**config.mk**
```make
export PLATFORM = sky130hd
export DESIGN_NAME = lmsm_sequencer_flat
export DESIGN_NICKNAME = d
export VERILOG_FILES = /design/src/rtl/lmsm_sequencer_if.sv /design/src/rtl/lmsm_sequencer.sv /design/src/flat_wrapper.sv
export SDC_FILE = /design/constraint.sdc
export NUM_CORES = 1
export LEC_CHECK = 0
export CAP_MARGIN = 20
export CORE_ASPECT_RATIO = 0.9
export CORE_MARGIN = 2
export CORE_UTILIZATION = 42
export CTS_BUF_LIST = sky130_fd_sc_hd__clkbuf_16
export DETAILED_ROUTE_END_ITERATION = 16
export PLACE_DENSITY = 0.77
export SYNTH_ARGS = -nofsm -noshare
export SYNTH_HDL_FRONTEND = slang
export SYNTH_SLANG_ARGS = --single-unit
```
**constraint.sdc**
```tcl
create_clock -name clock -period 1.85 [get_ports clock]
set_input_delay 0.185 -clock clock [delete_from_list [all_inputs] [get_ports clock]]
set_output_delay 0.185 -clock clock [all_outputs]
set_load 0.005 [all_outputs]
```
**src/rtl/lmsm_sequencer_if.sv**
```systemverilog
// Handshake bundle between ID-stage decode, the LM/SM sequencer and the EX/MEM stage.
// The slave modport is the sequencer side. The master modport is the driver and consumer side.
interface lmsm_sequencer_if #(
    parameter int MASK_W = 8,
    parameter int ADDR_W = 16
);
    logic              start;
    logic              is_lm;
    logic [MASK_W-1:0] imm_mask;
    logic [ADDR_W-1:0] base_addr;
    logic              flush;
    logic              mem_ready;

    logic              busy;
    logic              stall;
    logic              uop_valid;
    logic              uop_lm;
    logic              uop_sm;
    logic [2:0]        uop_rd;
    logic [ADDR_W-1:0] uop_addr;
    logic              done;

    modport master (
        output start, is_lm, imm_mask, base_addr, flush, mem_ready,
        input  busy, stall, uop_valid, uop_lm, uop_sm, uop_rd, uop_addr, done
    );

    modport slave (
        input  start, is_lm, imm_mask, base_addr, flush, mem_ready,
        output busy, stall, uop_valid, uop_lm, uop_sm, uop_rd, uop_addr, done
    );
endinterface

```
**src/rtl/lmsm_sequencer.sv**
```systemverilog
// Breaks an LM/SM instruction into one micro-op per set mask bit, in ascending register order,
// at consecutive word addresses. The upstream pipeline stalls until the sequence completes.
module lmsm_sequencer #(
    parameter int MASK_W = 8,
    parameter int ADDR_W = 16
) (
    input  logic                clock,
    input  logic                clear,
    lmsm_sequencer_if.slave     bus
);

    typedef enum logic [1:0] {
        IDLE   = 2'd0,
        RUN    = 2'd1,
        FINISH = 2'd2
    } state_t;

    state_t            state;
    logic [MASK_W-1:0] mask_q;
    logic [ADDR_W-1:0] addr_q;
    logic              kind_q;

    logic [MASK_W-1:0] mask_next;
    logic [2:0]        low_idx;
    logic              found;
    logic              run;

    // Clearing the lowest set bit of the mask gives the remaining registers after an acceptance.
    assign mask_next = mask_q & (mask_q - MASK_W'(1));

    always_comb begin
        low_idx = '0;
        found   = 1'b0;
        for (int unsigned i = 0; i < MASK_W; i++) begin
            if (mask_q[i] && !found) begin
                low_idx = 3'(i);
                found   = 1'b1;
            end
        end
    end

    always_ff @(posedge clock or negedge clear) begin
        if (!clear) begin
            state  <= IDLE;
            mask_q <= '0;
            addr_q <= '0;
            kind_q <= 1'b0;
        end else if (bus.flush) begin
            state  <= IDLE;
            mask_q <= '0;
        end else begin
            case (state)
                IDLE: begin
                    if (bus.start) begin
                        mask_q <= bus.imm_mask;
                        addr_q <= bus.base_addr;
                        kind_q <= bus.is_lm;
                        state  <= (|bus.imm_mask) ? RUN : FINISH;
                    end
                end
                RUN: begin
                    if (bus.mem_ready) begin
                        mask_q <= mask_next;
                        addr_q <= addr_q + ADDR_W'(1);
                        if (mask_next == '0)
                            state <= FINISH;
                    end
                end
                FINISH: state <= IDLE;
                default: state <= IDLE;
            endcase
        end
    end

    assign run           = (state == RUN);
    assign bus.busy      = (state != IDLE);
    assign bus.done      = (state == FINISH);
    assign bus.uop_valid = run & ~bus.flush;
    assign bus.uop_lm    = bus.uop_valid & kind_q;
    assign bus.uop_sm    = bus.uop_valid & ~kind_q;
    assign bus.uop_rd    = low_idx;
    assign bus.uop_addr  = addr_q;
    // The stall path is combinational from start. Gating it with clear keeps it low during reset.
    assign bus.stall     = clear & (run | ((state == IDLE) & bus.start & ~bus.flush));

endmodule

```
**src/flat_wrapper.sv**
```systemverilog
// flat-port wrapper written by rule: the top's interface ports become plain ports
module lmsm_sequencer_flat 
#(
    parameter int MASK_W = 8,
    parameter int ADDR_W = 16
)
  (clock, clear, bus_start, bus_is_lm, bus_imm_mask, bus_base_addr, bus_flush, bus_mem_ready, bus_busy, bus_stall, bus_uop_valid, bus_uop_lm, bus_uop_sm, bus_uop_rd, bus_uop_addr, bus_done);
  lmsm_sequencer_if #(.MASK_W(MASK_W), .ADDR_W(ADDR_W)) bus_i ();
  input  logic clock;
  input  logic clear;
  input wire logic [$bits(bus_i.start)-1:0] bus_start;
  input wire logic [$bits(bus_i.is_lm)-1:0] bus_is_lm;
  input wire logic [$bits(bus_i.imm_mask)-1:0] bus_imm_mask;
  input wire logic [$bits(bus_i.base_addr)-1:0] bus_base_addr;
  input wire logic [$bits(bus_i.flush)-1:0] bus_flush;
  input wire logic [$bits(bus_i.mem_ready)-1:0] bus_mem_ready;
  output wire logic [$bits(bus_i.busy)-1:0] bus_busy;
  output wire logic [$bits(bus_i.stall)-1:0] bus_stall;
  output wire logic [$bits(bus_i.uop_valid)-1:0] bus_uop_valid;
  output wire logic [$bits(bus_i.uop_lm)-1:0] bus_uop_lm;
  output wire logic [$bits(bus_i.uop_sm)-1:0] bus_uop_sm;
  output wire logic [$bits(bus_i.uop_rd)-1:0] bus_uop_rd;
  output wire logic [$bits(bus_i.uop_addr)-1:0] bus_uop_addr;
  output wire logic [$bits(bus_i.done)-1:0] bus_done;
  assign bus_i.start = bus_start;
  assign bus_i.is_lm = bus_is_lm;
  assign bus_i.imm_mask = bus_imm_mask;
  assign bus_i.base_addr = bus_base_addr;
  assign bus_i.flush = bus_flush;
  assign bus_i.mem_ready = bus_mem_ready;
  assign bus_busy = bus_i.busy;
  assign bus_stall = bus_i.stall;
  assign bus_uop_valid = bus_i.uop_valid;
  assign bus_uop_lm = bus_i.uop_lm;
  assign bus_uop_sm = bus_i.uop_sm;
  assign bus_uop_rd = bus_i.uop_rd;
  assign bus_uop_addr = bus_i.uop_addr;
  assign bus_done = bus_i.done;
  lmsm_sequencer #(.MASK_W(MASK_W), .ADDR_W(ADDR_W)) u_core (.clock(clock), .clear(clear), .bus(bus_i));
endmodule
```
==> results.json <==
{
  "final_hold_viol_count": 0,
  "fin_crit_sh_pct": 101,
  "hpwl_um": 3680,
  "ys_ff_latch": 27,
  "arrival_ns": 1.69,
  "avgSynthCellArea_um2": 8.18,
  "end_kind": "primary output",
  "fin_skew_ns": 0.00556,
  "postRouteAntennaNets": 0,
  "area_growth_pct": 53.4,
  "grt.overflow.total": 0,
  "synthDistinctLibCells": 43,
  "min_path_type": "in2async",
  "fmax_mhz": 534,
  "path_class": "reg2out",
  "start_util_pct": 44.9,
  "netlist_area_um2": 1710,
  "die_height_um": 64.5,
  "cts_tree": "yes",
  "synth_fp_nets": 240,
  "synth_edf_count": 0,
  "grt_pass1_vias": 1701,
  "drv_slew": 0,
  "wirelength_um": 5030,
  "antenna_cells": 0,
  "cts_made_buffers": 3,
  "ys_seq_area_share_pct": 39.5,
  "dieArea_um2": 4600,
  "grt_max_degree": 30,
  "track_usage_pct": 21.8,
  "gp_congestion": 0.891,
  "maxCapViolations": 0,
  "vias_per_cell": 5.64,
  "cts_buffer_depth": 2,
  "path_clk_slew_ns": 0.07,
  "setup_slack_ns": -0.0231,
  "rsz0062_at_grt": "yes",
  "ir_drop_v": 0.000729,
  "antenna_found_initial": 0,
  "ys.flop_type": "dfrtp_1",
  "finalNetCount": 316,
  "portBuffers": 54,
  "worstSetupStartpointType": "register",
  "grt_pass1_wl_um": 8150,
  "drc_errors": 0,
  "first_pass_iters": 4,
  "syn_inst": 209,
  "final_common_cell": "clkdlybuf4s50_1",
  "vias": 1861,
  "routedWlPerCell_um": 15.2,
  "required_ns": 1.66,
  "async_reset_ff_share_pct": 100,
  "yosysWarnings": 0,
  "powerDensity_nw_per_um2": 1290,
  "root_buffer": "clkbuf_16",
  "cts-htree-levels": 1,
  "slew_headroom_pct": 62.0,
  "std_cell_rows": 21,
  "finalSetupViolations": 2,
  "finalCriticalPeriod_ns": 1.87,
  "violations": "setup timing",
  "path_max_fanout": 2,
  "die_width_um": 71.3,
  "p_leak_nw": 1.10,
  "cts_hold_buf": 0,
  "layout_common_cells": "clkdlybuf4s50_1, buf_4, a21oi_1, nand2_1, dfrtp_1",
  "core_um2": 3810,
  "clk_latency_ns": 0.26,
  "setup-tns-final_ns": -0.0377,
  "status": "complete, but fails checks",
  "drt_first_iter_violations": 147,
  "io_pins": 55,
  "worst_pin_slew_ns": 0.565,
  "drive_gt1_share_pct": 20.8,
  "power_mw": 3.39,
  "clock-sinks": 27
}
## flip-flops by register name, summed over array words and instances (netlist names)
name / count
u_core.bus.uop_addr: 16
u_core.mask_q: 8
u_core.state: 2
u_core.kind_q: 1
## power breakdown
group          switching (mW)  leakage [nW]  total (mW)  internal, mW
Combinational           0.782         0.741        1.83          1.05
Clock                   0.193        0.0423       0.482         0.289
Sequential              0.269         0.316        1.08         0.814
Total                    1.24          1.10        3.39          2.15
## synthesized netlist by cell type, types with 2 or more instances
master      n  share of area (%)
dfrtp_1    27                 40
a21oi_1    25                7.3
nand2_1    22                4.8
nor2_1     21                4.6
o21ai_0    20                5.9
clkbuf_1    8                1.8
nor3_1      8                2.3
inv_1       7                1.5
a22o_1      6                3.1
nand3_1     6                1.8
o22ai_1     6                2.2
buf_2       4                1.2
nor4_1      4                1.5
a2bb2oi_1   3                1.5
nor2b_1     3                1.1
a31oi_1     2               0.73
a41o_1      2                1.2
and3_1      2               0.73
buf_6       2                1.3
mux2i_1     2                1.2
nor3_2      2                1.2
o21ai_1     2               0.59
o31a_1      2                1.0
o32ai_1     2                1.0
or2_2       2               0.73
or3_1       2               0.73
## cell families (layout without fill, tap and decap cells)
| kind of cell | after synthesis | in the layout | share of synthesized area (%) |
|---|---|---|---|
| AOI/OAI and AO/OA | 75 | 75 | 26.8 |
| adders and majority gates | 1 | 1 | 0.731 |
| buffers and inverters | 22 | 97 | 6.22 |
| DFF | 27 | 27 | 39.5 |
| muxes | 3 | 3 | 1.83 |
| and+or+nand+nor | 81 | 81 | 24.9 |
## per-stage QoR
| stage | util, % | worst slack (ns) | hold WS, ns | cells | area, µm² |
|---|---|---|---|---|---|
| finish | 68.9 | -0.0231 | 0.393 | 330 | 2620 |
| global route | 68.9 | -0.116 | 0.451 | 330 | 2620 |
| CTS | 67.0 | -0.0456 | 0.428 | 324 | 2550 |
| detailed placement | 64.5 | -0.0634 | 0.500 | 320 | 2460 |
| global placement | 64.5 | -0.0549 | 0.487 | 320 | 2460 |
| floorplan | - | 0.0352 | -0.111 | 209 | 1710 |
## cell type report
class                           instances  area, µm²
Clock buffer                            3       75.1
Fill cell                             310       1190
Tap cell                               46       57.6
Sequential cell                        27        682
Clock inverter                          1       3.75
Timing Repair Buffer                   86        805
Inverter                                7       26.3
Multi-Input combinational cell        160        975
## worst paths after layout
check | startpoint | to | slack (ns) | cells past startpoint
worst max-delay path | u_core.mask_q[1] | bus_uop_rd[0] | -0.02 | 5
worst min-delay path | clear | u_core.bus.uop_addr[15] | 0.39 | 2
worst max register to register | u_core.bus.uop_addr[1] | u_core.bus.uop_addr[12] | 0.07 | 7
worst min register to register | u_core.kind_q | u_core.kind_q | 0.52 | 1
max in group asynchronous | clear | u_core.mask_q[5] | 1.17 | 2
min in group clock | bus_base_addr[1] | u_core.bus.uop_addr[1] | 0.51 | 3
## metal layers
metal  vias up  global-route usage, %  part of all wire (%)
met2        74                   34.7                    46
met1       860                   31.4                    46
met5         -                      0                     0
met3         2                   4.35                   7.6
met4         0                   3.30                  0.50
li1        925                      -                     -
## critical path: stages (launching register included)
cell	delay (ns)
dfrtp_1	0.38
or4_4	0.56
nor4_4	0.23
nand2_1	0.07
o21ai_1	0.07
buf_2	0.12
## timing repair
item	CTS	global route
setup buffers	0	6
resized for setup	9	13
setup endpoints to repair	5	8
pin swaps	0	9
gates cloned	0	0
(Power assumes the default switching activity.)
